File: src/rtl/noc_tg_pkg.sv
// Shared definitions for the NoC traffic generator: flit types, FSM states, LFSR taps.
// Also provides the mesh-walk helper used for sequential destination selection.
package noc_tg_pkg;

  typedef enum logic [1:0] {
    ST_IDLE = 2'd0,
    ST_HEAD = 2'd1,
    ST_BODY = 2'd2,
    ST_TAIL = 2'd3
  } tg_state_t;

  localparam logic [1:0] FT_HEAD = 2'b01;
  localparam logic [1:0] FT_BODY = 2'b00;
  localparam logic [1:0] FT_TAIL = 2'b10;

  localparam int LFSR_W     = 32;
  localparam int LFSR_TAP_A = 32;
  localparam int LFSR_TAP_B = 22;

  // Row-major step through the mesh: x first, carry into y, y wraps.
  function automatic logic [7:0] next_node(input logic [3:0] x, input logic [3:0] y,
                                           input int mesh_x, input int mesh_y);
    int nx;
    int ny;
    nx = int'(x) + 1;
    ny = int'(y);
    if (nx >= mesh_x) begin
      nx = 0;
      ny = ny + 1;
      if (ny >= mesh_y) ny = 0;
    end
    return {4'(ny), 4'(nx)};
  endfunction

endpackage

File: src/rtl/lfsr_core.sv
// 32-bit Fibonacci XNOR LFSR (taps 32, 22), advancing every cycle out of reset.
// Latency: state visible the cycle after reset release; no backpressure.
module lfsr_core
  import noc_tg_pkg::*;
#(
  parameter logic [31:0] SEED = 32'h0000_0001
) (
  input  logic              clk,
  input  logic              reset,
  output logic [LFSR_W-1:0] state
);

  always_ff @(posedge clk or negedge reset) begin
    if (!reset) begin
      state <= SEED;
    end else begin
      state <= {state[LFSR_W-2:0], ~(state[LFSR_TAP_A-1] ^ state[LFSR_TAP_B-1])};
    end
  end

endmodule

File: src/rtl/noc_traffic_gen.sv
// NoC packet generator: head/body/tail flits every GAP idle cycles; valid/ready held until accepted.
// Macro TRAFFIC_GEN_RAND_DEST_EN selects LFSR destinations instead of the sequential mesh walk.
module noc_traffic_gen
  import noc_tg_pkg::*;
#(
  parameter int          FLIT_W     = 32,
  parameter int          MESH_X     = 2,
  parameter int          MESH_Y     = 2,
  parameter int          SRC_X      = 0,
  parameter int          SRC_Y      = 0,
  parameter int          BODY_FLITS = 2,
  parameter int          GAP        = 100,
  parameter logic [31:0] SEED       = 32'h0000_0001
) (
  input  logic              clk,
  input  logic              reset,
  input  logic              enable,
  output logic [FLIT_W-1:0] flit_out,
  output logic              flit_valid,
  input  logic              flit_ready,
  output logic [15:0]       pkt_count,
  output logic              busy
);

  localparam logic [15:0] GAP_C     = 16'(GAP);
  localparam logic [7:0]  LAST_BODY = 8'(BODY_FLITS - 1);
  localparam logic [3:0]  SX        = 4'(SRC_X);
  localparam logic [3:0]  SY        = 4'(SRC_Y);

  tg_state_t         state, state_nxt;
  logic [LFSR_W-1:0] lfsr;
  logic [15:0]       gap_cnt, ts_cnt, head_ts;
  logic [7:0]        pid, body_cnt;
  logic [3:0]        head_dx, head_dy;
  logic [FLIT_W-1:0] head_flit, body_flit, tail_flit;
  logic              xfer, load_head, load_body, load_tail, tail_done;

  lfsr_core #(.SEED(SEED)) u_lfsr (
    .clk  (clk),
    .reset(reset),
    .state(lfsr)
  );

  assign flit_valid = (state != ST_IDLE);
  assign busy       = (state != ST_IDLE);
  assign xfer       = flit_valid & flit_ready;

`ifdef TRAFFIC_GEN_RAND_DEST_EN
  // Power-of-two mesh: masking is the modulo; flipping x bit 0 stays in range.
  always_comb begin
    head_dx = lfsr[3:0] & 4'(MESH_X - 1);
    head_dy = lfsr[7:4] & 4'(MESH_Y - 1);
    if (head_dx == SX && head_dy == SY) head_dx[0] = ~head_dx[0];
  end
`else
  localparam logic [7:0] FIRST_DST = (SRC_X == 0 && SRC_Y == 0) ?
                                     next_node(4'd0, 4'd0, MESH_X, MESH_Y) : 8'h00;
  logic [3:0] dst_x, dst_y;
  logic [7:0] seq_nxt;

  always_comb begin
    seq_nxt = next_node(dst_x, dst_y, MESH_X, MESH_Y);
    if (seq_nxt == {SY, SX}) seq_nxt = next_node(seq_nxt[3:0], seq_nxt[7:4], MESH_X, MESH_Y);
  end

  always_ff @(posedge clk or negedge reset) begin
    if (!reset) begin
      {dst_y, dst_x} <= FIRST_DST;
    end else if (tail_done) begin
      {dst_y, dst_x} <= seq_nxt;
    end
  end

  assign head_dx = dst_x;
  assign head_dy = dst_y;
`endif

  always_comb begin
    head_flit                 = '0;
    head_flit[FLIT_W-1 -: 2]  = FT_HEAD;
    head_flit[15:12]          = head_dy;
    head_flit[11:8]           = head_dx;
    head_flit[7:0]            = pid;
    body_flit                 = FLIT_W'(lfsr);
    body_flit[FLIT_W-1 -: 2]  = FT_BODY;
    tail_flit                 = '0;
    tail_flit[FLIT_W-1 -: 2]  = FT_TAIL;
    // With no body flits the tail is built on the head-transfer edge itself.
    tail_flit[29:14]          = (state == ST_HEAD) ? ts_cnt : head_ts;
    tail_flit[7:0]            = pid;
  end

  always_ff @(posedge clk or negedge reset) begin
    if (!reset) state <= ST_IDLE;
    else        state <= state_nxt;
  end

  always_comb begin
    state_nxt = state;
    load_head = 1'b0;
    load_body = 1'b0;
    load_tail = 1'b0;
    tail_done = 1'b0;
    unique case (state)
      ST_IDLE: begin
        if (enable && gap_cnt == GAP_C) begin
          state_nxt = ST_HEAD;
          load_head = 1'b1;
        end
      end
      ST_HEAD: begin
        if (xfer) begin
          if (BODY_FLITS == 0) begin
            state_nxt = ST_TAIL;
            load_tail = 1'b1;
          end else begin
            state_nxt = ST_BODY;
            load_body = 1'b1;
          end
        end
      end
      ST_BODY: begin
        if (xfer) begin
          if (body_cnt == LAST_BODY) begin
            state_nxt = ST_TAIL;
            load_tail = 1'b1;
          end else begin
            load_body = 1'b1;
          end
        end
      end
      ST_TAIL: begin
        if (xfer) begin
          state_nxt = ST_IDLE;
          tail_done = 1'b1;
        end
      end
      default: state_nxt = ST_IDLE;
    endcase
  end

  always_ff @(posedge clk or negedge reset) begin
    if (!reset) begin
      flit_out  <= '0;
      pkt_count <= '0;
      pid       <= '0;
      gap_cnt   <= '0;
      ts_cnt    <= '0;
      head_ts   <= '0;
      body_cnt  <= '0;
    end else begin
      ts_cnt <= ts_cnt + 16'd1;
      if (state == ST_IDLE && enable && gap_cnt != GAP_C) gap_cnt <= gap_cnt + 16'd1;
      if (load_head) flit_out <= head_flit;
      if (load_body) flit_out <= body_flit;
      if (load_tail) flit_out <= tail_flit;
      if (state == ST_HEAD && xfer) begin
        head_ts  <= ts_cnt;
        body_cnt <= '0;
      end
      if (state == ST_BODY && xfer) body_cnt <= body_cnt + 8'd1;
      if (tail_done) begin
        pid       <= pid + 8'd1;
        pkt_count <= pkt_count + 16'd1;
        gap_cnt   <= '0;
      end
    end
  end

endmodule

File: config.mk
export PLATFORM = sky130hd
export DESIGN_NAME = noc_traffic_gen
export DESIGN_NICKNAME = d
export VERILOG_FILES = /design/src/rtl/noc_tg_pkg.sv /design/src/rtl/lfsr_core.sv /design/src/rtl/noc_traffic_gen.sv
export SDC_FILE = /design/constraint.sdc
export NUM_CORES = 1
export LEC_CHECK = 0
export ABC_AREA = 1
export CORE_MARGIN = 2
export CORE_UTILIZATION = 59
export DETAILED_ROUTE_END_ITERATION = 8
export PLACE_DENSITY = 0.85
export SYNTH_ARGS = -nofsm -noshare
export SYNTH_HDL_FRONTEND = slang
export SYNTH_SLANG_ARGS = --single-unit
File: constraint.sdc
create_clock -name clk -period 2.9 [get_ports clk]
set_input_delay 0.725 -clock clk [delete_from_list [all_inputs] [get_ports clk]]
set_output_delay 0.725 -clock clk [all_outputs]
set_load 0.005 [all_outputs]
==> results of run 1 <==
## layout make-up
cell class                      count  area, µm²  area share (%)
Clock buffer                       20        447            5.24
Clock inverter                      7        145            1.70
Inverter                           86        323            3.79
Multi-Input combinational cell    535       2910            34.2
Sequential cell                   154       3860            45.2
Tap cell                          147        184            2.16
Timing Repair Buffer               65        659            7.73
## worst max-delay path, stage by stage (launching register included)
cell	delay [ns]
dfrtp_1	0.38
inv_1	0.09
ha_1	0.30
inv_2	0.14
clkdlybuf4s50_1	0.51
## logic make-up after synthesis
kind of cell    count (synthesis)  share of synthesized area, %
compound gates                 96                          7.80
xor+xnor                       38                          4.62
fa+ha+maj                      21                          3.65
buf+inv                       109                          6.03
flops                         154                          53.6
mux                             1                         0.139
other cells                     2                         0.104
simple gates                  376                          24.1
## power by group through the flow
stage	Sequential [mW]	Clock (mW)	Combinational (mW)
floorplan	2.94	0	1.70
global placement	3.00	0	2.52
detailed placement	3.02	0	2.63
CTS	2.99	2.31	2.68
global route	3.05	2.40	3.00
finish	3.00	2.28	2.66
## sequential cells by signal, indices dropped and copies added (netlist names)
register and count:
u_lfsr.state 32, pid 8, state 2, pkt_count 16, body_cnt 8, ts_cnt 16
dst_x 4, head_ts 16, flit_out 32, dst_y 4, gap_cnt 16
## layer usage
| layer | track usage, % | up-vias | routed length (µm) |
|---|---|---|---|
| met5 | 0 | - | 0 |
| met4 | 10.6 | 0 | 263 |
| met3 | 5.35 | 27 | 765 |
| met2 | 42.6 | 183 | 8010 |
| met1 | 34.0 | 2779 | 6580 |
| li1 | - | 2723 | - |
## layout by cell type, fill, tap and decap left out, types with 2 or more instances in the layout
master and instances:
xor2_1 32, nor2_1 56, nand4_1 14, dfstp_2 2, conb_1 3, o21ai_1 13, nand2_2 5, o22ai_1 3
nor2_2 5, clkbuf_16 17, a21oi_1 13, o21ai_0 42, o211ai_1 14, nor3_4 2, nand2_1 171, dfrtp_1 152
nor3_1 15, buf_4 9, xnor2_1 6, inv_1 82, bufinv_16 4, nor2_4 4, nand2_4 3, clkdlybuf4s50_1 52
inv_2 4, ha_1 21, clkbuf_1 2, o2111ai_1 2, nand3_2 2, nand3_1 93, buf_12 3
## path summary, 6_finish.rpt
path | slack [ns] | startpoint | cells after the start | to
worst max-delay path | 0.33 | state[0] | 4 | busy
worst min-delay path | 0.28 | reset | 1 | gap_cnt[15]
worst max register to register | 0.50 | state[0] | 11 | flit_out[15]
worst min register to register | 0.38 | u_lfsr.state[30] | 0 | u_lfsr.state[31]
max in group asynchronous | 1.94 | reset | 2 | u_lfsr.state[0]
min in group clk | 0.38 | u_lfsr.state[30] | 0 | u_lfsr.state[31]
==> results.md, run 1 <==
- CTS sink count: 154
- Initial Utilization: 60.2%
- Critical Path End Type: output pin
- Post-CTS Resized: 0
- Buffer count from post-CTS setup fixing: 0
- VDD IR max: 0.000589 V
- Final core occ: 71.3%
- Fin worst setup slack: 0.331 ns
- Worst-path fanout max: 6
- Setup TNS: 0 ns
- Placed Cells: 987
- Seq/Total Area, Yosys: 53.6%
- Die W: 114 µm
- Ys async rst share: 100%
- Synth warnings: 0
- Lkg Pwr: 4.08 nW
- Most area-hungry cell type in the Yosys netlist: dfrtp_1
- Final Cycle Share: 88.6%
- Setup-failing EPs final: 0
- Final hold violation count: 0
- Post-synth cell types: 45
- Sequential share of power: 37.8%
- Logic gate share of total power: 33.5%
- Main synth FF type: dfrtp_1
- Vias per std cell: 5.63
- Internal power: 5.16 mW
- Post-synth top area share: 52.8%
- Placed cell areas: 0.00793 mm²
- Clock power share: 28.8%
- Pre-CTS worst setup slack: 0.210 ns
- Run status: finished, final reports clean
- Wire length per cell: 15.4 µm
- Initial antenna violation count: 0
- Total grt overflow: 0
- Area growth, synth to finish: 18.4%
- Min Clock Period, post-route: 2.57 ns
- Gpl congestion: 0.868
- Core Area: 0.0120 mm²
- Drc violations: 0
- Ant diodes: 0
- Kind of critical path: reg2out
- Total net switching power: 2.78 mW
- Total wire length: 15.6 mm
- CTS Hold Bufs: 0
- CP arrival: 1.84 ns
- Later-pin clock latency in the skew report: 0.42 ns
- Post-synth top cells: 171 x nand2_1, 152 x dfrtp_1, 93 x nand3_1
- GRT Overall Usage: 26.0%
- Largest net degree at the start of global routing: 61
- Rel. slew slack: 63.2%
- Count leader, synth: nand2_1
- Power density over the cells: 932 mW/mm²
- Die area: 0.0131 mm²
- TritonCTS buffer count: 17
- Syn Inst Count: 797
- Longest Clk Path Bufs: 2
- Clock tree root buffer cell: clkbuf_16
- Vias post-DR: 5712
- # IOs: 54
- RSZ-0062 raised after global routing: false
- Worst Hold Class: in2async
- Vias in the first global route: 5549
- Share of cells above drive strength 1: 8.19%
- Global-route wire length before repair: 26.7 mm
- WP data required: 2.17 ns
- Final instance area: 0.00853 mm²
- Final std cells w/o fill: 1014
- Port Buf Inserts: 53
- Fillers: 825
- Final ANT Viol Nets: 0
- Nets: 884
- Max-cap violations: 0
- Pre-antenna DRT Iters: 5
- Mean Syn Cell Area: 9.03 µm²
- Final Hold Slack: 0.279 ns
- Switching fraction of total power: 35.0%
- Worst Max-Slew Pin Slew: 0.552 ns
- FMAX: 389 MHz
- DIE HEIGHT: 114 µm
- Synth top area cells: dfrtp_1 53%, nand2_1 8.9%, nand3_1 6.5%
- TritonCTS clock tree: yes
- Clk pin slew, worst setup/hold paths: 0.06 ns
- Final Slew Violations: 0
- Clock skew: 0.00888 ns
- Crit start category: flip-flop
- Mapped cell area: 0.00720 mm²
- Hpwl dp: 10.1 mm
- Rows: 40
- EDFF count, synth: 0
- Total power: 7.95 mW
- 1st-iter DRT viols: 627
- Flops & latches, synth: 154
- Max H-tree Level: 4
Note: power is estimated with default switching activity, not from simulation.
==> inputs of run 2 (changes only) <==
- CAP_MARGIN: unset -> 20
- CORE_UTILIZATION: 59 -> 45
- CTS_CLUSTER_SIZE: unset -> 16
- PLACE_DENSITY: 0.85 -> 0.69
==> results.md, run 2 (synthesized netlist as in run 1, its figures left out) <==
- Worst Max-Slew Pin Slew: 0.668 ns
- CTS sink count: 154
- Worst Hold Class: in2async
- Drc violations: 0
- Initial Utilization: 45.6%
- Nets: 887
- CP arrival: 1.85 ns
- Kind of critical path: reg2out
- Grt met3 use: 3.99%
- Most frequent cells in the layout: 171 x nand2_1, 152 x dfrtp_1, 93 x nand3_1, 82 x inv_1, 56 x nor2_1
- 1st-iter DRT viols: 381
- Power density over the cells: 888 mW/mm²
- Rel. slew slack: 55.5%
- FMAX: 388 MHz
- Clk pin slew, worst setup/hold paths: 0.06 ns
- Vias post-DR: 5441
- Vias in the first global route: 5153
- Later-pin clock latency in the skew report: 0.42 ns
- Worst Path Buf+Inv: 3
- Post-CTS Resized: 0
- Busiest grt layer: met2
- Final Cycle Share: 88.8%
- DIE HEIGHT: 130 µm
- Lkg Pwr: 4.08 nW
- GRT met1 Usage: 26.7%
- Pre-antenna DRT Iters: 5
- Total grt overflow: 0
- Wire length per cell: 13.5 µm
- Final hold violation count: 0
- Hpwl dp: 10.3 mm
- Gpl congestion: 0.873
- Final ANT Viol Nets: 0
- Fin worst setup slack: 0.323 ns
- Most common cell after layout, fill and taps aside: nand2_1
- Fillers: 1417
- Clock tree root buffer cell: clkbuf_16
- Core Area: 0.0158 mm²
- Die area: 0.0170 mm²
- Final core occ: 54.4%
- Initial antenna violation count: 0
- Global-route wire length before repair: 25.3 mm
- CTS Hold Bufs: 0
- VDD IR max: 0.000546 V
- Longest Clk Path Bufs: 2
- RSZ-0062 raised after global routing: false
- Area growth, synth to finish: 19.2%
- Vias per std cell: 4.98
- Critical path's largest stage delay: 0.52 ns
- TritonCTS clock tree: yes
- TritonCTS buffer count: 17
- Final Slew Violations: 0
- Setup-failing EPs final: 0
- Total power: 7.62 mW
- Worst-path fanout max: 6
- Port Buf Inserts: 53
- Setup TNS: 0 ns
- Max-cap violations: 0
- Crit start category: flip-flop
- Die W: 130 µm
- Pre-CTS worst setup slack: 0.320 ns
- Min Clock Period, post-route: 2.58 ns
- Critical Path End Type: output pin
- Max H-tree Level: 4
- Crit path cell chain: inv_1, ha_1, inv_2, clkdlybuf4s50_1
- Share of cells above drive strength 1: 9.14%
- Global Route met2 Usage: 29.5%
- # IOs: 54
- Rows: 46
- Total wire length: 14.7 mm
- Critical path's slowest cell: clkdlybuf4s50_1
- WP data required: 2.17 ns
- Largest net degree at the start of global routing: 72
- Run status: finished, final reports clean
- Clock skew: 0.00890 ns
- Buffer count from post-CTS setup fixing: 0
- GRT Overall Usage: 19.0%
- Delay-heaviest family, CP: buffers and inverters
- Largest regs: flit_out (32), u_lfsr.state (32)
[run 2: final timing paths]
| path | from | cells after the start | endpoint | slack (ns) |
|---|---|---|---|---|
| worst min-delay path | reset | 1 | gap_cnt[2] | 0.31 |
| worst max register to register | dst_x[1] | 14 | dst_y[0] | 0.52 |
| min in group clk | u_lfsr.state[30] | 0 | u_lfsr.state[31] | 0.36 |
| max in group asynchronous | reset | 2 | u_lfsr.state[0] | 1.88 |
| worst min register to register | u_lfsr.state[30] | 0 | u_lfsr.state[31] | 0.36 |
| worst max-delay path | state[1] | 4 | busy | 0.32 |
[run 2: stage by stage]
stage	hold WS [ns]	area, µm²	instances
4_1_cts	0.337	8580	1091
3_5_place_dp	0.339	8040	1059
5_1_grt	0.361	8580	1091
6_report	0.308	8580	1092
3_3_place_gp	0.334	8040	1059
2_1_floorplan	0.331	7200	798
[run 2: layout make-up]
class                           count  area, µm²  area share, %
Clock buffer                       19        443           5.16
Tap cell                          216        270           3.15
Clock inverter                     13       95.1           1.11
Multi-Input combinational cell    535       2910           33.9
Inverter                           86        323           3.76
Timing Repair Buffer               68        682           7.94
Antenna cell                        1       2.50         0.0292
Sequential cell                   154       3860           44.9
[run 2: report_power, final]
| group | internal, mW | switching (mW) | total [mW] | leakage [nW] |
|---|---|---|---|---|
| Clock | 1.12 | 0.892 | 2.01 | 0.272 |
| Sequential | 2.61 | 0.381 | 2.99 | 1.93 |
| Combinational | 1.13 | 1.49 | 2.62 | 1.88 |
| Total | 4.86 | 2.76 | 7.62 | 4.08 |
[run 2: worst register-to-register path: stages (launching register included)]
cell and delay [ns]:
dfrtp_1 0.40, inv_1 0.08, ha_1 0.17, nor2_1 0.10, nand2_1 0.06, nor2_1 0.22
nand2_1 0.18, nor2_1 0.28, inv_1 0.10, ha_1 0.28, nor3_1 0.07, nor2_1 0.15
nand2_1 0.07, nand3_1 0.06, nand2_1 0.05
[run 2: metal layers]
layer,share of wire (%),routed length (µm),up-vias
li1,-,-,2734
met1,49,7210,2596
met2,46,6820,94
met3,3.2,470,17
met4,1.5,222,0
met5,0,0,-
==> inputs of run 3 (changes only) <==
- CTS_BUF_LIST: unset -> sky130_fd_sc_hd__clkbuf_8
- CTS_CLUSTER_SIZE: 16 -> unset
- PLACE_DENSITY: 0.69 -> unset
- PLACE_DENSITY_LB_ADDON: unset -> 0.08
==> results.md, run 3 (synthesized netlist as in run 1, its figures left out) <==
- Largest regs: flit_out (32), u_lfsr.state (32)
- Later-pin clock latency in the skew report: 0.46 ns
- Setup TNS: 0 ns
- Gpl congestion: 0.847
- Run status: finished, final reports clean
- Hpwl dp: 10.7 mm
- Placed cell areas: 0.00802 mm²
- RSZ-0062 raised after global routing: false
- Final ANT Viol Nets: 0
- Lkg Pwr: 4.00 nW
- Port Buf Inserts: 53
- Total net switching power: 2.71 mW
- Max-cap violations: 0
- Power density over the cells: 863 mW/mm²
- Vias post-DR: 5444
- Clock tree root buffer cell: clkbuf_8
- Total wire length: 15.1 mm
- Ant diodes: 0
- Worst Hold Class: in2async
- DIE HEIGHT: 130 µm
- VDD IR max: 0.000453 V
- TritonCTS clock tree: yes
- Global-route wire length before repair: 25.5 mm
- TritonCTS buffer count: 17
- Fin worst setup slack: 0.292 ns
- # IOs: 54
- Drc violations: 0
- Clk pin slew, worst setup/hold paths: 0.09 ns
- Worst Max-Slew Pin Slew: 0.655 ns
- Top sig layer: met4
- Final instance area: 0.00843 mm²
- Post-CTS Resized: 0
- Die W: 130 µm
- Critical Path End Type: output pin
- CP arrival: 1.88 ns
- Switching fraction of total power: 37.3%
- Initial antenna violation count: 0
- Internal power: 4.57 mW
- Worst reg-to-reg setup slack: 0.51 ns
- 1st-iter DRT viols: 442
- Logic gate share of total power: 36.0%
- Wire length per cell: 13.8 µm
- Nets: 887
- Worst-path fanout max: 6
- Core Area: 0.0158 mm²
- Met3 wire length: 742 µm
- Met1 WL: 7.50 mm
- Total grt overflow: 0
- Rows: 46
- Sequential share of power: 41.0%
- Area growth, synth to finish: 17.2%
- WP data required: 2.17 ns
- Final Slew Violations: 0
- Vias in the first global route: 5205
- Metal2 WL: 6.67 mm
- Min Clock Period, post-route: 2.61 ns
- Max H-tree Level: 4
- Initial Utilization: 45.6%
- Crit start category: flip-flop
- Buffer count from post-CTS setup fixing: 0
- Kind of critical path: reg2out
- Largest net degree at the start of global routing: 70
- Final hold violation count: 0
- Most common cell after layout, fill and taps aside: nand2_1
- Vias per std cell: 4.99
- Clock skew: 0.0125 ns
- CTS sink count: 154
- Share of cells above drive strength 1: 9.14%
- Clock power share: 23.1%
- Pre-CTS worst setup slack: 0.207 ns
- Final core occ: 53.5%
- Most frequent cells in the layout: 171 x nand2_1, 152 x dfrtp_1, 93 x nand3_1, 83 x inv_1, 56 x nor2_1
- CTS Hold Bufs: 0
- Pre-antenna DRT Iters: 6
- Setup-failing EPs final: 0
- Longest Clk Path Bufs: 2
- Die area: 0.0170 mm²
- Final Cycle Share: 89.9%
- FMAX: 383 MHz
- Rel. slew slack: 56.4%
- GRT Overall Usage: 19.2%
- Total power: 7.28 mW
==> run 3: path summary, 6_finish.rpt <==
| check | to | startpoint | cells past startpoint |
|---|---|---|---|
| hold reg to reg | u_lfsr.state[31] | u_lfsr.state[30] | 0 |
| max in group asynchronous | dst_x[0] | reset | 2 |
| setup reg to reg | dst_y[0] | dst_x[1] | 14 |
| min in group clk | u_lfsr.state[31] | u_lfsr.state[30] | 0 |
| hold / removal | pkt_count[6] | reset | 1 |
| setup / recovery | flit_valid | state[0] | 4 |
==> run 3: metrics by stage <==
stage                     cells  hold slack, ns
final                      1091           0.263
after global routing       1091           0.289
after CTS                  1091           0.264
after detailed placement   1059           0.336
after global placement     1059           0.339
after floorplan             798           0.331
==> run 3: cell type report <==
type | instances | area (µm²)
clock buffers | 20 | 275
flip-flops and latches | 154 | 3860
fillers | 1493 | 7340
multi-input cells | 535 | 2910
clock inverters | 12 | 140
repair buffers | 68 | 657
well taps | 216 | 270
inverters | 86 | 323
==> run 3: layer usage <==
metal / global-route usage [%] / vias up
met5: 0 / -
met4: 6.07 / 0
met3: 4.72 / 16
met2: 28.8 / 120
met1: 27.7 / 2586
li1: - / 2722
==> run 3: critical path: stages (launching register included) <==
cell,delay (ns)
dfrtp_1,0.39
inv_1,0.09
ha_1,0.30
inv_2,0.13
clkdlybuf4s50_1,0.51
==> run 3: power groups by stage <==
stage               clock, mW  sequential, mW  combinational [mW]
floorplan                   0            2.94                1.70
global placement            0            3.01                2.58
detailed placement          0            3.03                2.63
CTS                      1.74            2.98                2.64
global route             1.84            3.05                3.01
finish                   1.68            2.98                2.62
